<file path="src/rtl/alu_seq_pkg.sv">
// Shared constants for the sequential ALU: operation encoding and control states.
package alu_seq_pkg;

  localparam logic [2:0] OP_ADD  = 3'b000;
  localparam logic [2:0] OP_SUB  = 3'b001;
  localparam logic [2:0] OP_MUL  = 3'b010;
  localparam logic [2:0] OP_DIV  = 3'b011;
  localparam logic [2:0] OP_REM  = 3'b100;
  localparam logic [2:0] OP_AND  = 3'b101;
  localparam logic [2:0] OP_OR   = 3'b110;
  localparam logic [2:0] OP_RSVD = 3'b111;

  typedef enum logic [1:0] {
    ST_IDLE = 2'd0,
    ST_CALC = 2'd1,
    ST_DONE = 2'd2
  } state_t;

endpackage

</file>
<file path="src/rtl/alu_iter_div.sv">
// Restoring unsigned divider, one quotient bit per cycle. The first bit is
// resolved on the start edge so results are registered one cycle early.
module alu_iter_div #(
  parameter int WIDTH = 16,
  localparam int CNT_W = $clog2(WIDTH)
) (
  input  logic             Sysclk,
  input  logic             Reset,
  input  logic             start,
  input  logic [WIDTH-1:0] dividend,
  input  logic [WIDTH-1:0] divisor,
  output logic             busy,
  output logic             done,
  output logic [WIDTH-1:0] quotient,
  output logic [WIDTH-1:0] remainder
);

  logic [WIDTH-1:0] rem_r;
  logic [WIDTH-1:0] quo_r;
  logic [WIDTH-1:0] dvs_r;
  logic [CNT_W-1:0] cnt_r;
  logic             busy_r;
  logic             done_r;

  // quo carries the unconsumed dividend bits out of its top and quotient bits in at its bottom
  function automatic logic [2*WIDTH-1:0] div_step(
    input logic [WIDTH-1:0] rem,
    input logic [WIDTH-1:0] quo,
    input logic [WIDTH-1:0] dvs
  );
    logic [WIDTH:0] sh;
    logic [WIDTH:0] diff;
    sh   = {rem, quo[WIDTH-1]};
    diff = sh - {1'b0, dvs};
    if (diff[WIDTH]) begin
      div_step = {sh[WIDTH-1:0], quo[WIDTH-2:0], 1'b0};
    end else begin
      div_step = {diff[WIDTH-1:0], quo[WIDTH-2:0], 1'b1};
    end
  endfunction

  // Iteration registers: load plus first step on start, then one step per busy cycle
  always_ff @(posedge Sysclk or posedge Reset) begin
    if (Reset) begin
      rem_r  <= '0;
      quo_r  <= '0;
      dvs_r  <= '0;
      cnt_r  <= '0;
      busy_r <= 1'b0;
      done_r <= 1'b0;
    end else if (start) begin
      {rem_r, quo_r} <= div_step({WIDTH{1'b0}}, dividend, divisor);
      dvs_r  <= divisor;
      cnt_r  <= CNT_W'(WIDTH - 1);
      busy_r <= 1'b1;
      done_r <= 1'b0;
    end else if (busy_r) begin
      {rem_r, quo_r} <= div_step(rem_r, quo_r, dvs_r);
      cnt_r  <= cnt_r - CNT_W'(1);
      if (cnt_r == CNT_W'(1)) begin
        busy_r <= 1'b0;
        done_r <= 1'b1;
      end
    end else begin
      done_r <= 1'b0;
    end
  end

  assign busy      = busy_r;
  assign done      = done_r;
  assign quotient  = quo_r;
  assign remainder = rem_r;

endmodule

</file>
<file path="src/rtl/alu_seq_param.sv">
// Multi-cycle unsigned ALU with valid/ready handshakes; single-cycle ops finish on
// the accept edge, MUL (inline shift-add) and DIV/REM (alu_iter_div) iterate WIDTH times.
module alu_seq_param
  import alu_seq_pkg::*;
#(
  parameter int WIDTH = 16,
  localparam int CNT_W = $clog2(WIDTH)
) (
  input  logic             Sysclk,
  input  logic             Reset,
  input  logic [2:0]       Op,
  input  logic [WIDTH-1:0] SrcA,
  input  logic [WIDTH-1:0] SrcB,
  input  logic             In_Valid,
  output logic             In_Ready,
  output logic [WIDTH-1:0] Result,
  output logic [WIDTH-1:0] Result_Hi,
  output logic             Out_Valid,
  input  logic             Out_Ready,
  output logic             Overflow,
  output logic             Div_Zero,
  output logic             Op_Err
);

  state_t             state_r;
  state_t             state_next_s;
  logic [CNT_W-1:0]   cnt_r;
  logic [2:0]         op_r;
  logic [WIDTH-1:0]   a_r;
  logic [2*WIDTH-1:0] prod_r;
  logic [2*WIDTH-1:0] mul_next_s;
  logic [WIDTH:0]     mul_sum_s;
  logic [WIDTH-1:0]   result_r;
  logic [WIDTH-1:0]   result_hi_r;
  logic               in_ready_r;
  logic               out_valid_r;
  logic               overflow_r;
  logic               div_zero_r;
  logic               op_err_r;
  logic               accept_s;
  logic               div_op_s;
  logic               needs_calc_s;
  logic               div_start_s;
  logic               calc_last_s;
  logic               div_busy_s;
  logic               div_done_s;
  logic [WIDTH-1:0]   div_quot_s;
  logic [WIDTH-1:0]   div_rem_s;

  assign accept_s     = In_Valid && in_ready_r;
  assign div_op_s     = (Op == OP_DIV) || (Op == OP_REM);
  assign needs_calc_s = (Op == OP_MUL) || (div_op_s && (SrcB != {WIDTH{1'b0}}));
  assign div_start_s  = accept_s && div_op_s && (SrcB != {WIDTH{1'b0}});

  // prod_r holds {partial sum, remaining multiplier bits}; the add carry lands in the top bit
  assign mul_sum_s  = {1'b0, prod_r[2*WIDTH-1:WIDTH]} + (prod_r[0] ? {1'b0, a_r} : {(WIDTH+1){1'b0}});
  assign mul_next_s = {mul_sum_s, prod_r[WIDTH-1:1]};

  assign calc_last_s = (cnt_r == {CNT_W{1'b0}}) &&
                       ((op_r == OP_MUL) || (div_done_s && !div_busy_s));

  alu_iter_div #(.WIDTH(WIDTH)) u_div (
    .Sysclk    (Sysclk),
    .Reset     (Reset),
    .start     (div_start_s),
    .dividend  (SrcA),
    .divisor   (SrcB),
    .busy      (div_busy_s),
    .done      (div_done_s),
    .quotient  (div_quot_s),
    .remainder (div_rem_s)
  );

  // Next-state decode
  always_comb begin
    state_next_s = state_r;
    case (state_r)
      ST_IDLE: begin
        if (accept_s) begin
          state_next_s = needs_calc_s ? ST_CALC : ST_DONE;
        end else begin
          state_next_s = ST_IDLE;
        end
      end
      ST_CALC: begin
        if (calc_last_s) begin
          state_next_s = ST_DONE;
        end else begin
          state_next_s = ST_CALC;
        end
      end
      ST_DONE: begin
        if (Out_Ready) begin
          state_next_s = ST_IDLE;
        end else begin
          state_next_s = ST_DONE;
        end
      end
      default: state_next_s = ST_IDLE;
    endcase
  end

  // State, operand capture, iteration and result/flag registers
  always_ff @(posedge Sysclk or posedge Reset) begin
    if (Reset) begin
      state_r     <= ST_IDLE;
      in_ready_r  <= 1'b1;
      out_valid_r <= 1'b0;
      cnt_r       <= '0;
      op_r        <= 3'b000;
      a_r         <= '0;
      prod_r      <= '0;
      result_r    <= '0;
      result_hi_r <= '0;
      overflow_r  <= 1'b0;
      div_zero_r  <= 1'b0;
      op_err_r    <= 1'b0;
    end else begin
      state_r     <= state_next_s;
      in_ready_r  <= (state_next_s == ST_IDLE);
      out_valid_r <= (state_next_s == ST_DONE);
      case (state_r)
        ST_IDLE: begin
          if (accept_s) begin
            op_r        <= Op;
            a_r         <= SrcA;
            prod_r      <= {{WIDTH{1'b0}}, SrcB};
            cnt_r       <= CNT_W'(WIDTH - 1);
            result_r    <= '0;
            result_hi_r <= '0;
            overflow_r  <= 1'b0;
            div_zero_r  <= 1'b0;
            op_err_r    <= 1'b0;
            case (Op)
              OP_ADD: {overflow_r, result_r} <= {1'b0, SrcA} + {1'b0, SrcB};
              OP_SUB: begin
                result_r   <= SrcA - SrcB;
                overflow_r <= (SrcA < SrcB);
              end
              OP_AND: result_r <= SrcA & SrcB;
              OP_OR:  result_r <= SrcA | SrcB;
              OP_DIV: begin
                if (SrcB == {WIDTH{1'b0}}) begin
                  result_r   <= {WIDTH{1'b1}};
                  div_zero_r <= 1'b1;
                end
              end
              OP_REM: begin
                if (SrcB == {WIDTH{1'b0}}) begin
                  result_r   <= SrcA;
                  div_zero_r <= 1'b1;
                end
              end
              OP_RSVD: op_err_r <= 1'b1;
              default: result_r <= '0;
            endcase
          end
        end
        ST_CALC: begin
          cnt_r <= cnt_r - CNT_W'(1);
          if (op_r == OP_MUL) begin
            prod_r <= mul_next_s;
          end
          if (calc_last_s) begin
            case (op_r)
              OP_MUL: begin
                result_r    <= mul_next_s[WIDTH-1:0];
                result_hi_r <= mul_next_s[2*WIDTH-1:WIDTH];
                overflow_r  <= |mul_next_s[2*WIDTH-1:WIDTH];
              end
              OP_DIV:  result_r <= div_quot_s;
              OP_REM:  result_r <= div_rem_s;
              default: result_r <= '0;
            endcase
          end
        end
        ST_DONE: begin
          result_r <= result_r;
        end
        default: begin
          cnt_r <= '0;
        end
      endcase
    end
  end

  assign In_Ready  = in_ready_r;
  assign Out_Valid = out_valid_r;
  assign Result    = result_r;
  assign Result_Hi = result_hi_r;
  assign Overflow  = overflow_r;
  assign Div_Zero  = div_zero_r;
  assign Op_Err    = op_err_r;

endmodule

</file>
<file path="config.mk">
export PLATFORM = sky130hd
export DESIGN_NAME = alu_seq_param
export DESIGN_NICKNAME = d
export VERILOG_FILES = /design/src/rtl/alu_seq_pkg.sv /design/src/rtl/alu_iter_div.sv /design/src/rtl/alu_seq_param.sv
export SDC_FILE = /design/constraint.sdc
export NUM_CORES = 1
export LEC_CHECK = 0
export ABC_CLOCK_PERIOD_IN_PS = 12100
export CORE_MARGIN = 2
export CORE_UTILIZATION = 45
export CTS_CLUSTER_SIZE = 8
export DETAILED_ROUTE_END_ITERATION = 8
export PLACE_DENSITY = 0.62
export SYNTH_ARGS = -nofsm -noshare
export SYNTH_HDL_FRONTEND = slang
export SYNTH_SLANG_ARGS = --single-unit
</file>
<file path="constraint.sdc">
create_clock -name Sysclk -period 12.1 [get_ports Sysclk]
set_input_delay 1.815 -clock Sysclk [delete_from_list [all_inputs] [get_ports Sysclk]]
set_output_delay 1.815 -clock Sysclk [all_outputs]
set_load 0.1 [all_outputs]
</file>
==> impl_results.md <==
- CP Capture Type: register
- Sw power: 1810 uW
- Port buffer count: 75
- Reg2reg start: u_div.quotient[15]$_DFFE_PP0P_
- Synthesized area: 11000 um^2
- Endpoints failing setup: 0
- Initial core utilization: 0.455
- Crit-path slowest cell: clkdlybuf4s50_1
- Clock share of power: 0.148
- Worst hold path depth: 2
- Worst Tran Pin Value: 1360 ps
- Cell Chain, Critical Path: clkdlybuf4s50_1, clkinv_1, nor3_1, nor2_1, or3_1, nand2_1, o221ai_1, a31oi_1
- PwrDens: 279 nW/um^2
- RR Endpoint: u_div.remainder[0]$_DFFE_PP0P_
- Final RePlAce weighted congestion: 0.930
- Clock-pin slew on the worst setup and hold paths: 70 ps
- Slew Viols, Final: 0
- Min-Delay Path Class: register to register
- Hold Vio Cnt, Final: 0
- Area growth syn-to-layout: 14.4%
- Largest net degree at the start of global routing: 94
- Final #Nets: 1523
- Synth Flop Type: dfrtp_1
- Switching part of the total: 0.515
- Async SR Flop Fraction: 1.00
- Buf/Inv on CP: 2
- Synth top cells by count: 184 x nand2_1, 162 x o21ai_0, 147 x dfrtp_1, 100 x nor2_1
- Rows: 57
- Top cells by area, synth: dfrtp_1 33%, ha_1 11%, o21ai_0 7.4%
- Synth unique cells: 75
- Max_slew headroom: 0.0870
- P_int: 1700 uW
- Hold Buf Count CTS: 0
- Family with the most delay on the worst path: buffers and inverters
- DRT Pass-1 Iters: 6
- Flops & latches, synth: 148
- # H-tree levels: 4
- Crit path kind: primary input to register
- Final TNS setup: 0 ps
- Post-synth top area cell: dfrtp_1
- Clk sinks: 148
- Crit Path Max Fanout: 23
- RSZ-0062 raised after global routing: false
- CTS tree: yes
- DRT iter0 DRCs: 827
- Final Skew: 12.6 ps
- Mean Syn Cell Area: 8.14 um^2
- Synthesized Nets: 1488
- Vias: 10288
- Required @ worst endpoint: 12460 ps
- Worst IR drop on VDD: 0.240 mV
- TritonCTS Buffers: 17
- Post_cts resized: 0
- Worst-case reg-to-reg path depth: 11
- Die Footprint: 25700 um^2
- Post-DRT Antenna Nets: 0
- Max Cap Viol: 0
- ANT cells: 0
- FILL cells: 2295
- Register-to-register setup slack: 8350 ps
- Crit path DAT: 5470 ps
- Multi-input gate area: 6730 um^2
- Max incr delay on CP: 1180 ps
- LEAKAGE: 0.00555 uW
- Routed WL per cell: 20.4 um
- Chip height: 160 um
- DRT Wirelength: 35100 um
- Comb pwr share: 0.589
- CP Launch Type: primary input
- Register area share after synthesis: 0.337
- First-pass GRT wire length: 55800 um
- Register area: 3700 um^2
- Ports: 76
- Status: finished, final reports clean
- Setup bufs post-CTS: 0
- WHS: 473 ps
- Most common cell in the synthesized netlist: nand2_1
- Root Driver: clkbuf_16
- Sequential Power Share: 0.263
- Top cell type's share of synthesized area: 0.334
- Post-layout minimum cycle time: 5110 ps
- Tcrit/Tclk final: 0.422
- Max Root-Sink Buffers: 2
- Hold Path End: a_r[0]$_DFFE_PP0P_
- HP Start: a_r[0]$_DFFE_PP0P_
- HPWL Detailed: 24900 um
- Initial antenna violation count: 0
- Fmax: 196 MHz
- Worst-Skew Late Latency: 440 ps
- DR vias/cell: 5.97
- DR DRC count: 0
- Core area: 24200 um^2
- Vias in the first global route: 9896
- EDFF count, synth: 0
- GRT Overall Usage: 0.278
- Chip Width: 160 um
- Layout cells sized above 1: 0.0536
- Grt ovf: 0
- Synthesis Warnings: 0
- Mapped Cells: 1351
worst min-delay path, cell delays in order, from the launching register on:
cell and delay [ps]:
dfrtp_1 340, nand2_1 40, o21ai_0 60
stage by stage:
step / power [uW] / setup slack (ps) / utilization / cells / area, um^2
final: 3510 / 6990 / 0.521 / 1723 / 12600
after CTS: 3500 / 7030 / 0.521 / 1723 / 12600
after global routing: 3760 / 6810 / 0.521 / 1723 / 12600
after global placement: 2950 / 6790 / 0.498 / 1691 / 12000
after detailed placement: 2980 / 6580 / 0.498 / 1691 / 12000
after floorplan: 2430 / 6310 / - / 1351 / 11000
state kept, by name, indices dropped and copies added (netlist names), 16 cells and up:
signal / flops
Result_Hi: 16
Result: 16
u_div.quotient: 16
a_r: 16
prod_r: 32
u_div.dvs_r: 16
u_div.remainder: 16
worst max-delay path by stage:
stage	from	endpoint	slack [ps]	depth (start not counted)
floorplan	Reset	Div_Zero$_DFFE_PP0P_	6310	1
global placement	Op[2]	Result[12]$_DFFE_PP0P_	6790	9
detailed placement	Op[2]	u_div.remainder[15]$_DFFE_PP0P_	6580	8
CTS	Op[2]	u_div.remainder[15]$_DFFE_PP0P_	7030	8
finish	Op[2]	u_div.remainder[15]$_DFFE_PP0P_	6990	8
global route	Op[2]	u_div.remainder[5]$_DFFE_PP0P_	6810	9
per-layer routing:
| metal | routed length, um | GRT usage |
|---|---|---|
| met1 | 15300 | 0.362 |
| met2 | 16600 | 0.458 |
| met3 | 1910 | 0.0475 |
| met4 | 1320 | 0.116 |
| met5 | 0 | 0 |
placed cells by master (no fill, tap or decap), drive strengths merged, types with 10 or more instances in the layout:
| cell | n |
|---|---|
| o31ai | 19 |
| o21a | 14 |
| a211oi | 12 |
| o22ai | 11 |
| a31oi | 19 |
| and2 | 19 |
| mux2i | 38 |
| xnor2 | 17 |
| nor3 | 42 |
| o21ai | 164 |
| clkbuf | 18 |
| clkdlybuf4s50 | 75 |
| nand2b | 10 |
| ha | 94 |
| buf | 17 |
| nor2b | 11 |
| dfrtp | 147 |
| nor2 | 100 |
| a21o | 16 |
| nor4 | 10 |
| inv | 85 |
| nand3 | 13 |
| a21oi | 94 |
| or3 | 16 |
| a221oi | 10 |
| nand2 | 184 |
logic make-up (layout without fill, tap and decap cells):
kind of cell / after synthesis / in the layout / share of synthesized area
buffers and inverters: 157 / 205 / 0.0540
multiplexers: 40 / 40 / 0.0366
AND/OR/NAND/NOR: 441 / 441 / 0.186
flip-flops: 148 / 148 / 0.337
XOR/XNOR: 26 / 26 / 0.0207
AO/OA/AOI/OAI: 441 / 441 / 0.252
adder cells (fa/ha/maj): 98 / 98 / 0.114
power groups by stage:
stage | combinational [uW] | sequential (uW) | clock [uW]
6_report | 2070 | 923 | 519
3_3_place_gp | 2020 | 925 | 0
5_1_grt | 2260 | 953 | 548
4_1_cts | 2060 | 921 | 524
2_1_floorplan | 1190 | 1240 | 0
3_5_place_dp | 2050 | 927 | 0
layout make-up:
class,count,area share
clock inverter,14,0.00964
inverter,81,0.0245
clock buffer,18,0.0349
timing repair buffer,92,0.0698
sequential,148,0.294
tap,324,0.0322
multi-input combinational,1046,0.535
No activity file was read; power rests on OpenSTA's default activity.
